**src/rtl/scratch_pad_loader.sv**
```systemverilog
// Boot-time scratchpad loader: parses an [addr][len][payload] byte stream from a UART
// receiver and turns it into word-aligned, per-lane-enabled scratchpad writes.
module scratch_pad_loader #(
  parameter int unsigned MEM_BYTES = 4096
) (
  input  logic        clock,
  input  logic        reset,
  input  logic        io_in_valid,
  input  logic [7:0]  io_in_bits,
  output logic        io_in_ready,
  output logic [31:0] io_wrAddress,
  output logic [31:0] io_wrData,
  output logic        io_wrEnable_0,
  output logic        io_wrEnable_1,
  output logic        io_wrEnable_2,
  output logic        io_wrEnable_3,
  output logic        io_busy,
  output logic        io_done,
  output logic        io_error
);

  typedef enum logic [2:0] {
    ST_ADDR,
    ST_LEN,
    ST_DATA,
    ST_DONE,
    ST_ERR
  } state_e;

  localparam logic [32:0] MEM_SPAN = 33'(MEM_BYTES);

  // NOTE: reset asserts asynchronously but releases through two flops, so every state
  // flop leaves reset on the same clean edge regardless of when the pin rises.
  logic [1:0] rst_sync_q;
  logic [1:0] rst_sync_d;
  logic       rst_n;

  assign rst_sync_d = {rst_sync_q[0], 1'b1};
  assign rst_n      = rst_sync_q[1];

  always_ff @(posedge clock or negedge reset) begin
    if (!reset) begin
      rst_sync_q <= 2'b00;
    end else begin
      rst_sync_q <= rst_sync_d;
    end
  end

  state_e      state_q,   state_d;
  logic [1:0]  hdr_cnt_q, hdr_cnt_d;
  logic [31:0] addr_q,    addr_d;
  logic [31:0] len_q,     len_d;
  logic [31:0] cur_q,     cur_d;
  logic [31:0] rem_q,     rem_d;
  logic [31:0] data_q,    data_d;
  logic [3:0]  mask_q,    mask_d;
  logic [31:0] wr_addr_q, wr_addr_d;
  logic [31:0] wr_data_q, wr_data_d;
  logic [3:0]  wr_en_q,   wr_en_d;

  logic        ready_state;
  logic        accept;
  logic [1:0]  lane;
  logic [3:0]  lane_bit;
  logic [31:0] byte_word;
  logic [31:0] len_full;
  logic [32:0] span_end;
  logic        last_byte;

  assign ready_state = (state_q == ST_ADDR) || (state_q == ST_LEN) || (state_q == ST_DATA);
  // Ready reads 1 while reset is held, but stays low during the release window.
  assign io_in_ready = ready_state && (rst_n || !reset);
  assign accept      = io_in_valid && io_in_ready;

  assign lane      = cur_q[1:0];
  assign lane_bit  = 4'b0001 << lane;
  assign byte_word = {24'd0, io_in_bits} << {lane, 3'b000};
  assign len_full  = {io_in_bits, len_q[31:8]};
  assign span_end  = {1'b0, addr_q} + {1'b0, len_full};
  assign last_byte = (rem_q == 32'd1);

  // NOTE: every variable gets its default first, so no path through the case can infer a latch.
  always_comb begin
    state_d   = state_q;
    hdr_cnt_d = hdr_cnt_q;
    addr_d    = addr_q;
    len_d     = len_q;
    cur_d     = cur_q;
    rem_d     = rem_q;
    data_d    = data_q;
    mask_d    = mask_q;
    wr_addr_d = wr_addr_q;
    wr_data_d = 32'd0;
    wr_en_d   = 4'd0;

    case (state_q)
      ST_ADDR: begin
        if (accept) begin
          addr_d    = {io_in_bits, addr_q[31:8]};
          hdr_cnt_d = hdr_cnt_q + 2'd1;
          if (hdr_cnt_q == 2'd3) begin
            state_d = ST_LEN;
          end
        end
      end

      ST_LEN: begin
        if (accept) begin
          len_d     = len_full;
          hdr_cnt_d = hdr_cnt_q + 2'd1;
          if (hdr_cnt_q == 2'd3) begin
            if (len_full == 32'd0) begin
              state_d = ST_DONE;
            end else if (span_end > MEM_SPAN) begin
              state_d = ST_ERR;
            end else begin
              state_d = ST_DATA;
              cur_d   = addr_q;
              rem_d   = len_full;
            end
          end
        end
      end

      ST_DATA: begin
        if (accept) begin
          cur_d = cur_q + 32'd1;
          rem_d = rem_q - 32'd1;
          // A word is emitted once its top lane fills or the payload runs out.
          if ((lane == 2'd3) || last_byte) begin
            wr_addr_d = {cur_q[31:2], 2'b00};
            wr_data_d = data_q | byte_word;
            wr_en_d   = mask_q | lane_bit;
            data_d    = 32'd0;
            mask_d    = 4'd0;
          end else begin
            data_d = data_q | byte_word;
            mask_d = mask_q | lane_bit;
          end
          if (last_byte) begin
            state_d = ST_DONE;
          end
        end
      end

      ST_DONE: begin
        state_d   = ST_ADDR;
        hdr_cnt_d = 2'd0;
      end

      ST_ERR: begin
        state_d = ST_ERR;
      end

      default: begin
        state_d = ST_ADDR;
      end
    endcase
  end

  // NOTE: sequential state uses non-blocking assignments so all flops sample pre-edge values.
  always_ff @(posedge clock or negedge rst_n) begin
    if (!rst_n) begin
      state_q   <= ST_ADDR;
      hdr_cnt_q <= 2'd0;
      addr_q    <= 32'd0;
      len_q     <= 32'd0;
      cur_q     <= 32'd0;
      rem_q     <= 32'd0;
      data_q    <= 32'd0;
      mask_q    <= 4'd0;
      wr_addr_q <= 32'd0;
      wr_data_q <= 32'd0;
      wr_en_q   <= 4'd0;
    end else begin
      state_q   <= state_d;
      hdr_cnt_q <= hdr_cnt_d;
      addr_q    <= addr_d;
      len_q     <= len_d;
      cur_q     <= cur_d;
      rem_q     <= rem_d;
      data_q    <= data_d;
      mask_q    <= mask_d;
      wr_addr_q <= wr_addr_d;
      wr_data_q <= wr_data_d;
      wr_en_q   <= wr_en_d;
    end
  end

  assign io_wrAddress  = wr_addr_q;
  assign io_wrData     = wr_data_q;
  assign io_wrEnable_0 = wr_en_q[0];
  assign io_wrEnable_1 = wr_en_q[1];
  assign io_wrEnable_2 = wr_en_q[2];
  assign io_wrEnable_3 = wr_en_q[3];

  // Busy covers the whole frame from the first header byte through the DONE cycle.
  assign io_busy  = (state_q == ST_LEN) || (state_q == ST_DATA) || (state_q == ST_DONE) ||
                    ((state_q == ST_ADDR) && (hdr_cnt_q != 2'd0));
  assign io_done  = (state_q == ST_DONE);
  assign io_error = (state_q == ST_ERR);

endmodule
```
**config.mk**
```make
export PLATFORM = sky130hd
export DESIGN_NAME = scratch_pad_loader
export DESIGN_NICKNAME = d
export VERILOG_FILES = /design/src/rtl/scratch_pad_loader.sv
export SDC_FILE = /design/constraint.sdc
export NUM_CORES = 1
export LEC_CHECK = 0
export CAP_MARGIN = 20
export CORE_ASPECT_RATIO = 0.75
export CORE_MARGIN = 2
export CORE_UTILIZATION = 44
export DETAILED_ROUTE_END_ITERATION = 8
export GPL_TIMING_DRIVEN = 1
export PLACE_DENSITY = 0.58
export SLEW_MARGIN = 20
export SYNTH_ARGS = -nofsm -noshare
export SYNTH_HDL_FRONTEND = slang
export SYNTH_SLANG_ARGS = --single-unit
export TNS_END_PERCENT = 1
```
**constraint.sdc**
```tcl
create_clock -name clock -period 12.43 [get_ports clock]
set_input_delay 1.243 -clock clock [delete_from_list [all_inputs] [get_ports clock]]
set_output_delay 1.243 -clock clock [all_outputs]
set_load 0.1 [all_outputs]
```
==> out/qor.yml, run 1 <==
drv_slew: 0
cts_tree: "done"
placed_area_mm2: 0.01370
fp-row-count: 53
fin_nets: 1458
fin_skew_ps: 9.315
antenna_found_initial: 0
synth_cell_types: 77
path_cells: "clkdlybuf4s50_1 -> ha_1 -> a21o_1 -> a2111oi_1 -> nand2_1 -> mux2_2 -> o21ai_0 -> or4_1 -> a2111oi_2 -> nand4_1 -> buf_4 -> nand2_2 -> o221a_1"
worst-r2r-cell-count: 12
timing_hold_violations_final: 0
cts_sinks: 229
hold_slack_ps: 355.1
clkSlewWorstSetupHoldPaths_ps: 60
synthCells: 1357
setup_violations: 0
synth_edf_count: 0
fin_tns_setup_ps: 0
stdcell_count: 1807
worstSetupStartpointType: "input port"
grt_pass1_vias: 10240
synth_seq_cells: 229
cts-hold-fix-buffers: 0
routedWlPerCell_um: 20.96
min_period_ps: 5399
min_path_cells: 0
mostFrequentLayoutCells: "228 x dfrtp_1, 190 x nand2_1, 156 x nor2_1"
port_buffers: 80
cp_slowest_cell: "a2111oi_1"
htreeDepth: 1
overflow: 0
final_common_cell: "dfrtp_1"
place.detailed.hpwl_um: 26760
grt_max_degree: 71
ys.flop_type: "dfrtp_1"
outcome: "complete, no violations"
rsz0062_at_grt: "no"
initial_core_util: 0.4489
powerDensity_mw_per_mm2: 206.9
core-area_mm2: 0.02812
cts_setup_buffers: 0
io_pins: 83
cp_max_fo: 46
synth.area.mux_share: 0.05640
fin_crit_sh: 0.4344
max_freq_mhz: 185.2
tightestPinTransition_ps: 1133
ant_nets: 0
cts-root-buf: "clkbuf_16"
grt_usage: 0.2583
hp-class: "reg2reg"
routed_wl_um: 37880
die_h_um: 150.7
critPathRequiredTime_ps: 12830
yosys.area_share.adder: 0.04124
drcViolationCount: 0
synth_compound_area_frac: 0.1936
synth_area_per_cell_um2: 9.301
cp.arrival_ps: 5800
viasPerCell: 5.994
timing.slew.headroom: 0.2386
fillCellCount: 2674
dr.pass1.iters: 5
cp_slowest_stage_delay_ps: 800
diodes: 0
cts_resized: 0
via_count: 10830
syn2layout_area_growth_pct: 14.71
p_leak_nw: 6.357
critical_path_class: "in2reg"
grt_pass1_wl_um: 60040
cts_buffers: 24
place_congestion: 0.8824
synthSimpleGateAreaFrac: 0.2131
fp.dieW_um: 199.6
ys_warn_count: 0
synthXorXnorAreaFrac: 0.01041
ir_worst_vdd_v: 0.0001131
dp_cells: 1765
clkLatencyLatePin_ps: 520
clock_path_buffers: 3
synth_top_family_by_area: "simple AND/OR/NAND/NOR gates"
design_area_mm2: 0.01448
end_kind: "register"
drive_gt1_frac: 0.1118
synth_area_mm2: 0.01262
die_area_mm2: 0.03007
yosysSeqAreaShare: 0.4540
dr.first_iter.drc_count: 967
maxCapViolCount: 0
async_reset_ff_frac: 1.000
[stage by stage]
stage	utilization	power (mW)	setup slack, ps
5_1_grt	0.5150	3.171	6760
6_report	0.5150	2.996	7031
3_3_place_gp	0.4869	2.264	6378
2_1_floorplan	-	1.870	2785
3_5_place_dp	0.4871	2.265	6281
4_1_cts	0.5148	2.987	6859
[report_power, final]
group	total [mW]	internal [mW]	switching, mW
Sequential	1.05	0.837	0.209
Combinational	1.23	0.466	0.767
Clock	0.717	0.417	0.300
Total	3.00	1.72	1.28
[synth_stat cells (6+ instances only)]
master | count | area [um^2]
dfrtp_1 | 229 | 5731
nand2_1 | 191 | 716.9
nor2_1 | 158 | 593.1
a21oi_1 | 122 | 610.6
o21ai_0 | 67 | 335.3
mux2_2 | 57 | 641.9
nand3_1 | 56 | 280.3
clkbuf_1 | 42 | 157.7
ha_1 | 40 | 500.5
and3_1 | 32 | 200.2
o221a_1 | 29 | 326.6
nand4_1 | 23 | 143.9
nor3_1 | 23 | 115.1
inv_1 | 18 | 67.56
nor4_1 | 17 | 106.4
o221a_2 | 15 | 168.9
buf_2 | 12 | 60.06
and2_1 | 11 | 68.82
a21o_1 | 10 | 75.07
o211ai_1 | 10 | 75.07
o21a_1 | 9 | 67.56
or3_1 | 9 | 56.30
xor2_1 | 9 | 78.83
a211oi_2 | 8 | 100.1
a221oi_1 | 8 | 70.07
buf_1 | 8 | 30.03
nor2b_1 | 8 | 50.05
a2111oi_0 | 7 | 61.31
mux2i_1 | 7 | 70.07
nand2b_1 | 7 | 43.79
a31oi_1 | 6 | 37.54
or2_2 | 6 | 37.54
xnor2_1 | 6 | 52.55
[critical path: cells and delay by family]
kind                     cells  cell delay (ps)
AND/OR/NAND/NOR              4             1020
buffers and inverters        2             1020
adder cells (fa/ha/maj)      1              550
multiplexers                 1              290
AO/OA/AOI/OAI                5             1660
[cell type report]
class / instances / area, um^2 / share of cell area
clock buffer: 34 / 709.4 / 0.04900
multi-input combinational: 1042 / 6535 / 0.4513
sequential: 229 / 5734 / 0.3960
timing repair buffer: 91 / 880.8 / 0.06084
clock inverter: 8 / 70.07 / 0.004839
inverter: 18 / 67.56 / 0.004666
tap: 385 / 481.7 / 0.03327
[sequential cells by signal, indices dropped and copies added (netlist names)]
name,cells
cur_q,32
state_q,3
io_wrAddress,30
io_wrData,32
mask_q,4
rem_q,32
addr_q,32
data_q,32
hdr_cnt_q,2
wr_en_q,4
len_q,24
rst_sync_q,2
[logic make-up (layout without fill, tap and decap cells)]
kind of cell,Yosys count,count (layout)
buffers and inverters,87,151
adders and majority gates,41,41
DFF,229,229
muxes,64,64
AOI/OAI and AO/OA,351,351
other,2,3
xor gates and xnor gates,15,15
and+or+nand+nor,568,568
[path summary, 6_finish.rpt]
kind,from,to,slack [ps]
hold / removal,rst_sync_q[0]$_DFF_PN0_,rst_sync_q[1]$_DFF_PN0_,360
max in group asynchronous,rst_sync_q[1]$_DFF_PN0_,data_q[5]$_DFFE_PN0P_,10590
min in group asynchronous,rst_sync_q[1]$_DFF_PN0_,io_wrAddress[27]$_DFFE_PN0P_,480
setup / recovery,io_in_bits[3],rem_q[10]$_DFFE_PN0P_,7030
setup reg to reg,addr_q[0]$_DFFE_PN0P_,rem_q[16]$_DFFE_PN0P_,7510
hold reg to reg,rst_sync_q[0]$_DFF_PN0_,rst_sync_q[1]$_DFF_PN0_,360
[layer usage]
layer / global-route usage / vias up / routed length, um
li1: - / 5064 / -
met1: 0.3919 / 5413 / 18660
met2: 0.3840 / 321 / 16120
met3: 0.05421 / 33 / 2620
met4: 0.04074 / 0 / 478
met5: 0 / - / 0
No activity file was read; power rests on OpenSTA's default activity.
==> inputs of run 2 (changes only) <==
- PLACE_DENSITY: 0.58 -> 0.61
- clock period: 12.43 -> 4.4 ns (I/O delays scaled with it)
==> run 2 against run 1 <==
Net effect: sequential power rose to 2.8 times the previous value; non-clock buffer count up 27; register-to-register slack worse by 7200 ps; worst setup slack worse by 6800 ps; global-route usage down 0.25 points; utilization up 0.96 points; power rose to 2.8 times the previous value; first-iteration DRC count down 13%; largest cell class unchanged.
==> out/qor.yml, run 2 (synthesized netlist as in run 1, its figures left out) <==
end_kind: "register"
p_sw_mw: 3.630  # +180%
min_period_ps: 4126
cp.arrival_ps: 4570  # -1230 ps
die_area_mm2: 0.03007  # unchanged
seqPwrFrac: 0.339  # -0.010
power.internal_mw: 4.892  # +180%
syn2layout_area_growth_pct: 16.84
fin_nets: 1484  # +1.8%
gr-usage-met3: 0.05645  # +0.002240
cts_tree: "done"
io_pins: 83  # unchanged
powerDensity_mw_per_mm2: 577.9  # +180%
timing.slew.headroom: 0.2814  # +0.04281
rsz0062_at_grt: "no"
worstSetupStartpointType: "register"
cts_buffers: 23  # -4.2%
critPathRequiredTime_ps: 4840  # -7990 ps
initial_core_util: 0.4489  # unchanged
cp_max_fo: 46  # unchanged
overflow: 0  # unchanged
hp-class: "in2async"
tightestPinTransition_ps: 1051  # -82.66 ps
dr.pass1.iters: 5  # unchanged
drv_slew: 0  # unchanged
p_leak_nw: 6.517  # +2.5%
path_cells: "ha_1 -> fa_1 -> a2111oi_0 -> o2111ai_1 -> a2111oi_1 -> nand4_1 -> o31a_1 -> a2111oi_0 -> nand4_1 -> nand2_2 -> buf_12 -> o221a_1"
crit_buf_inv: 1  # -1
die_h_um: 150.7  # unchanged
antenna_found_initial: 0  # unchanged
fillCellCount: 2674  # unchanged
fp-row-count: 53  # unchanged
post-route-util: 0.5245  # +0.009567
grt_pass1_vias: 10490  # +2.5%
ant_nets: 0  # unchanged
met2_usage: 0.3705  # -0.01354
diodes: 0  # unchanged
port_buffers: 80  # unchanged
viasPerCell: 5.964  # -0.50%
clkSlewWorstSetupHoldPaths_ps: 60  # about the same
critical_path_class: "reg2reg"
cts_sinks: 229  # unchanged
cp_slowest_cell: "a2111oi_1"
busiest_layer: "met1"
grt_max_degree: 161  # +130%
hold_slack_ps: 152.7  # -202.4 ps
place_congestion: 0.9201  # +4.3%
via_count: 10930  # +0.88%
cts-root-buf: "clkbuf_16"
routed_wl_um: 37610  # -0.70%
cp_slowest_stage_delay_ps: 530  # -270 ps
place.detailed.hpwl_um: 26840  # +0.30%
power.clock.fraction: 0.227  # -0.012
setup_violations: 0  # unchanged
r2r_start: "addr_q[0]$_DFFE_PN0P_"
cp_top_family: "compound AO/OA/AOI/OAI gates"
sw_frac_of_total: 0.4259  # about the same
max_freq_mhz: 242.4
maxCapViolCount: 0  # unchanged
timing_hold_violations_final: 0  # unchanged
use_met1: 0.3909  # -0.0009876
grt_usage: 0.2558  # -0.002533
clkLatencyLatePin_ps: 520  # about the same
clock_path_buffers: 3  # unchanged
grt_pass1_wl_um: 59820  # -0.37%
routedWlPerCell_um: 20.53  # -2.1%
fin_skew_ps: 18.09  # +8.778 ps
fin_crit_sh: 0.9377
power_frac_comb: 0.434  # +0.023
fp.dieW_um: 199.6  # unchanged
outcome: "complete, no violations"
core-area_mm2: 0.02812  # unchanged
drcViolationCount: 0  # unchanged
crit_start: "addr_q[0]$_DFFE_PN0P_"
dr.first_iter.drc_count: 840  # -13%
final_common_cell: "dfrtp_1"
mostFrequentLayoutCells: "228 x dfrtp_1, 189 x nand2_1, 155 x nor2_1"
htreeDepth: 1  # unchanged
drive_gt1_frac: 0.1334  # +0.02157
ir_worst_vdd_v: 0.0003194  # +180%
cts_setup_buffers: 0  # unchanged
## run 2: cell types whose count changed in the layout (fill, tap and decap cells not counted), moves of 2 or more
cell	before	now
nor3_2	0	2
buf_12	0	5
clkbuf_16	25	23
nor3_1	23	21
clkinvlp_4	2	0
buf_4	10	34
## run 2: layout make-up
type                       instances  area, um^2  area share
tap                              385       481.7     0.03266
timing repair buffer             118        1146     0.07771
inverter                          18       67.56    0.004581
clock buffer                      33       673.1     0.04564
multi-input combinational       1042        6581      0.4463
sequential                       229        5734      0.3888
clock inverter                     7       63.81    0.004327
## run 2: worst paths after layout
check	endpoint	slack, ps	cells past startpoint
max	cur_q[22]$_DFFE_PN0P_	270	12
min	rst_sync_q[0]$_DFF_PN0_	150	1
max reg2reg	cur_q[22]$_DFFE_PN0P_	270	12
min reg2reg	rst_sync_q[1]$_DFF_PN0_	370	0
max in group asynchronous	addr_q[4]$_DFFE_PN0P_	2500	2
min in group clock	rst_sync_q[1]$_DFF_PN0_	370	0
## run 2: stage by stage
step | instance area [um^2] | TNS (ps) | setup WS, ps | total power [mW] | instances
3_3_place_gp | 14000 | 0 | 366.8 | 6.502 | 1792
3_5_place_dp | 14000 | 0 | 123.1 | 6.517 | 1792
4_1_cts | 14740 | 0 | 191.7 | 8.473 | 1832
6_report | 14750 | 0 | 274.0 | 8.522 | 1832
2_1_floorplan | 12710 | -18140 | -216.4 | 5.300 | 1358
5_1_grt | 14750 | 0 | 56.89 | 9.011 | 1832
## run 2: metal layers
metal / vias to the layer above / wire length [um]
met4: 0 / 586
met5: - / 0
met1: 5416 / 18560
met3: 41 / 2811
li1: 5117 / -
met2: 352 / 15650
## run 2: power groups by stage
stage,clock network [mW],logic [mW],registers [mW]
floorplan,0,2.66,2.64
CTS,1.98,3.62,2.87
detailed placement,0,3.60,2.91
global placement,0,3.59,2.91
global route,2.07,4.03,2.92
finish,1.93,3.70,2.89
## run 2: what timing repair did
item / CTS / global route
hold buffers: 0 / 0
hold endpoints to repair: 0 / 0
setup endpoints to repair: 0 / 2
gates resized for setup: 0 / 2
==> inputs of run 3 (changes only) <==
- CTS_BUF_LIST: not set -> sky130_fd_sc_hd__clkbuf_16
==> run 3 against run 2 <==
Net effect: global-route usage hardly changed; clock power is 7% lower; routed wire length is 0.58% lower; clock skew is 2.0 ps lower; critical path depth is 1 higher; worst setup slack better by 12 ps; largest cell class unchanged; largest power group unchanged.
==> out/qor.yml, run 3 (synthesized netlist as in run 1, its figures left out) <==
outcome: "complete, no violations"
timing.final.ws_setup_ps: 286.2  # +12.19 ps
overflow: 0  # unchanged
power.internal_mw: 4.777  # -2.3%
dp_slack_ps: 123.1  # unchanged
cts-root-buf: "clkbuf_16"
crit_buf_inv: 1  # unchanged
critical_path_class: "reg2reg"
rsz0062_at_grt: "no"
path_cells: "ha_1 -> fa_1 -> a211oi_1 -> o21ai_2 -> nand2_1 -> a21o_1 -> o22ai_1 -> or4_4 -> nor4_4 -> and4bb_4 -> nand3_2 -> buf_12 -> o221a_2"
powerDensity_mw_per_mm2: 571.3  # -1.1%
die_h_um: 150.7  # unchanged
dr.first_iter.drc_count: 931  # +11%
dr.pass1.iters: 7  # +2
end_kind: "register"
mostFrequentLayoutCells: "228 x dfrtp_1, 189 x nand2_1, 155 x nor2_1"
critPathRequiredTime_ps: 4800  # -40 ps
grt_max_degree: 161  # unchanged
diodes: 0  # unchanged
max_freq_mhz: 243.1  # +0.30%
io_pins: 83  # unchanged
place_congestion: 0.9201  # unchanged
drive_gt1_frac: 0.1292  # -0.004147
setup_violations: 0  # unchanged
cts_tree: "done"
clock_path_buffers: 3  # unchanged
final_common_cell: "dfrtp_1"
initial_core_util: 0.4489  # unchanged
hp-class: "in2async"
tightestPinTransition_ps: 1061  # +10.67 ps
min_period_ps: 4114  # -12.19 ps
busiest_layer: "met1"
timing_hold_violations_final: 0  # unchanged
fp-row-count: 53  # unchanged
clkSlewWorstSetupHoldPaths_ps: 60  # about the same
p_sw_mw: 3.614  # -0.44%
maxCapViolCount: 0  # unchanged
seqPwrFrac: 0.344  # +0.005
cp.arrival_ps: 4510  # -60 ps
cp_max_fo: 27  # -41%
cp_top_family: "simple AND/OR/NAND/NOR gates"
drv_slew: 0  # unchanged
grt_pass1_vias: 10480  # -0.10%
syn2layout_area_growth_pct: 16.37
power.clock.fraction: 0.215  # -0.012
fin_tns_setup_ps: 0  # unchanged
core-area_mm2: 0.02812  # unchanged
cts_setup_buffers: 0  # unchanged
routed_wl_um: 37390  # -0.58%
viasPerCell: 5.941  # -0.39%
sw_frac_of_total: 0.4307  # +0.004729
power_frac_comb: 0.441  # +0.007
ir_worst_vdd_v: 0.0003215  # +0.68%
placed_area_mm2: 0.01400  # unchanged
met2_usage: 0.3694  # -0.001042
cts_buffers: 23  # unchanged
grt_usage: 0.2556  # about the same
place.detailed.hpwl_um: 26840  # unchanged
port_buffers: 80  # unchanged
use_met1: 0.3912  # about the same
post-route-util: 0.5224  # -0.002136
cts_sinks: 229  # unchanged
htreeDepth: 1  # unchanged
fp.dieW_um: 199.6  # unchanged
drcViolationCount: 0  # unchanged
total_power_mw: 8.391  # -1.5%
die_area_mm2: 0.03007  # unchanged
routedWlPerCell_um: 20.41  # -0.58%
via_count: 10880  # -0.39%
ant_nets: 0  # unchanged
cp_slowest_cell: "or4_4"
fin_nets: 1484  # unchanged
timing.slew.headroom: 0.2741  # -0.007295
gr-usage-met3: 0.05645  # unchanged
clkLatencyLatePin_ps: 520  # about the same
worstSetupStartpointType: "register"
p_leak_nw: 6.500  # -0.26%
cp_slowest_stage_delay_ps: 560  # +30 ps
stdcell_count: 1832  # unchanged
hold_slack_ps: 147.8  # -4.958 ps
grt_pass1_wl_um: 59810  # about the same
ff2ff_setup_slack_ps: 290  # about the same
design_area_mm2: 0.01469  # -0.41%
fin_crit_sh: 0.9350  # -0.002771
fin_skew_ps: 16.11  # -1.982 ps
dp_cells: 1792  # unchanged
antenna_found_initial: 0  # unchanged
run 3: cell count changes in the layout (fill, tap and decap cells not counted):
cell / change
clkbuf_1: -4
clkinv_1: +6
inv_1: +4
clkbuf_8: -6
run 3: layout make-up:
cell class                 instances  area, um^2
fill                            2683       13430
inverter                          18       67.56
multi-input combinational       1042        6581
sequential                       229        5734
timing repair buffer             118        1146
tap                              385       481.7
clock inverter                    17       101.3
clock buffer                      23       575.6
run 3: final timing paths:
path / startpoint / cells past startpoint / to
max: addr_q[0]$_DFFE_PN0P_ / 13 / rem_q[17]$_DFFE_PN0P_
min: reset / 1 / rst_sync_q[0]$_DFF_PN0_
max reg2reg: addr_q[0]$_DFFE_PN0P_ / 13 / rem_q[17]$_DFFE_PN0P_
min reg2reg: rst_sync_q[0]$_DFF_PN0_ / 0 / rst_sync_q[1]$_DFF_PN0_
max in group asynchronous: rst_sync_q[1]$_DFF_PN0_ / 2 / addr_q[4]$_DFFE_PN0P_
min in group clock: rst_sync_q[0]$_DFF_PN0_ / 0 / rst_sync_q[1]$_DFF_PN0_
run 3: worst register-to-register path, cell delays in order (launching register included):
cell and delay, ps:
dfrtp_1 380, ha_1 230, fa_1 430, a211oi_1 430, o21ai_2 200, nand2_1 160
a21o_1 190, o22ai_1 120, or4_4 560, nor4_4 320, and4bb_4 350, nand3_2 140
buf_12 200, o221a_2 290
run 3: repair_timing:
action | in CTS | in global routing
gates resized for setup | 0 | 2
endpoints found under the setup margin | 0 | 2
hold buffers | 0 | 0
run 3: power by group through the flow:
stage	clock, mW	combinational (mW)	sequential (mW)
4_1_cts	1.86	3.62	2.87
6_report	1.80	3.70	2.89
3_5_place_dp	0	3.60	2.91
3_3_place_gp	0	3.59	2.91
2_1_floorplan	0	2.66	2.64
5_1_grt	1.95	4.03	2.92
run 3: metal layers:
layer  vias up  share of wire  wire length, um
met5         -              0                0
met1      5371           0.50            18570
met4         0          0.016              600
met2       345           0.42            15550
li1       5126              -                -
met3        41          0.071             2670
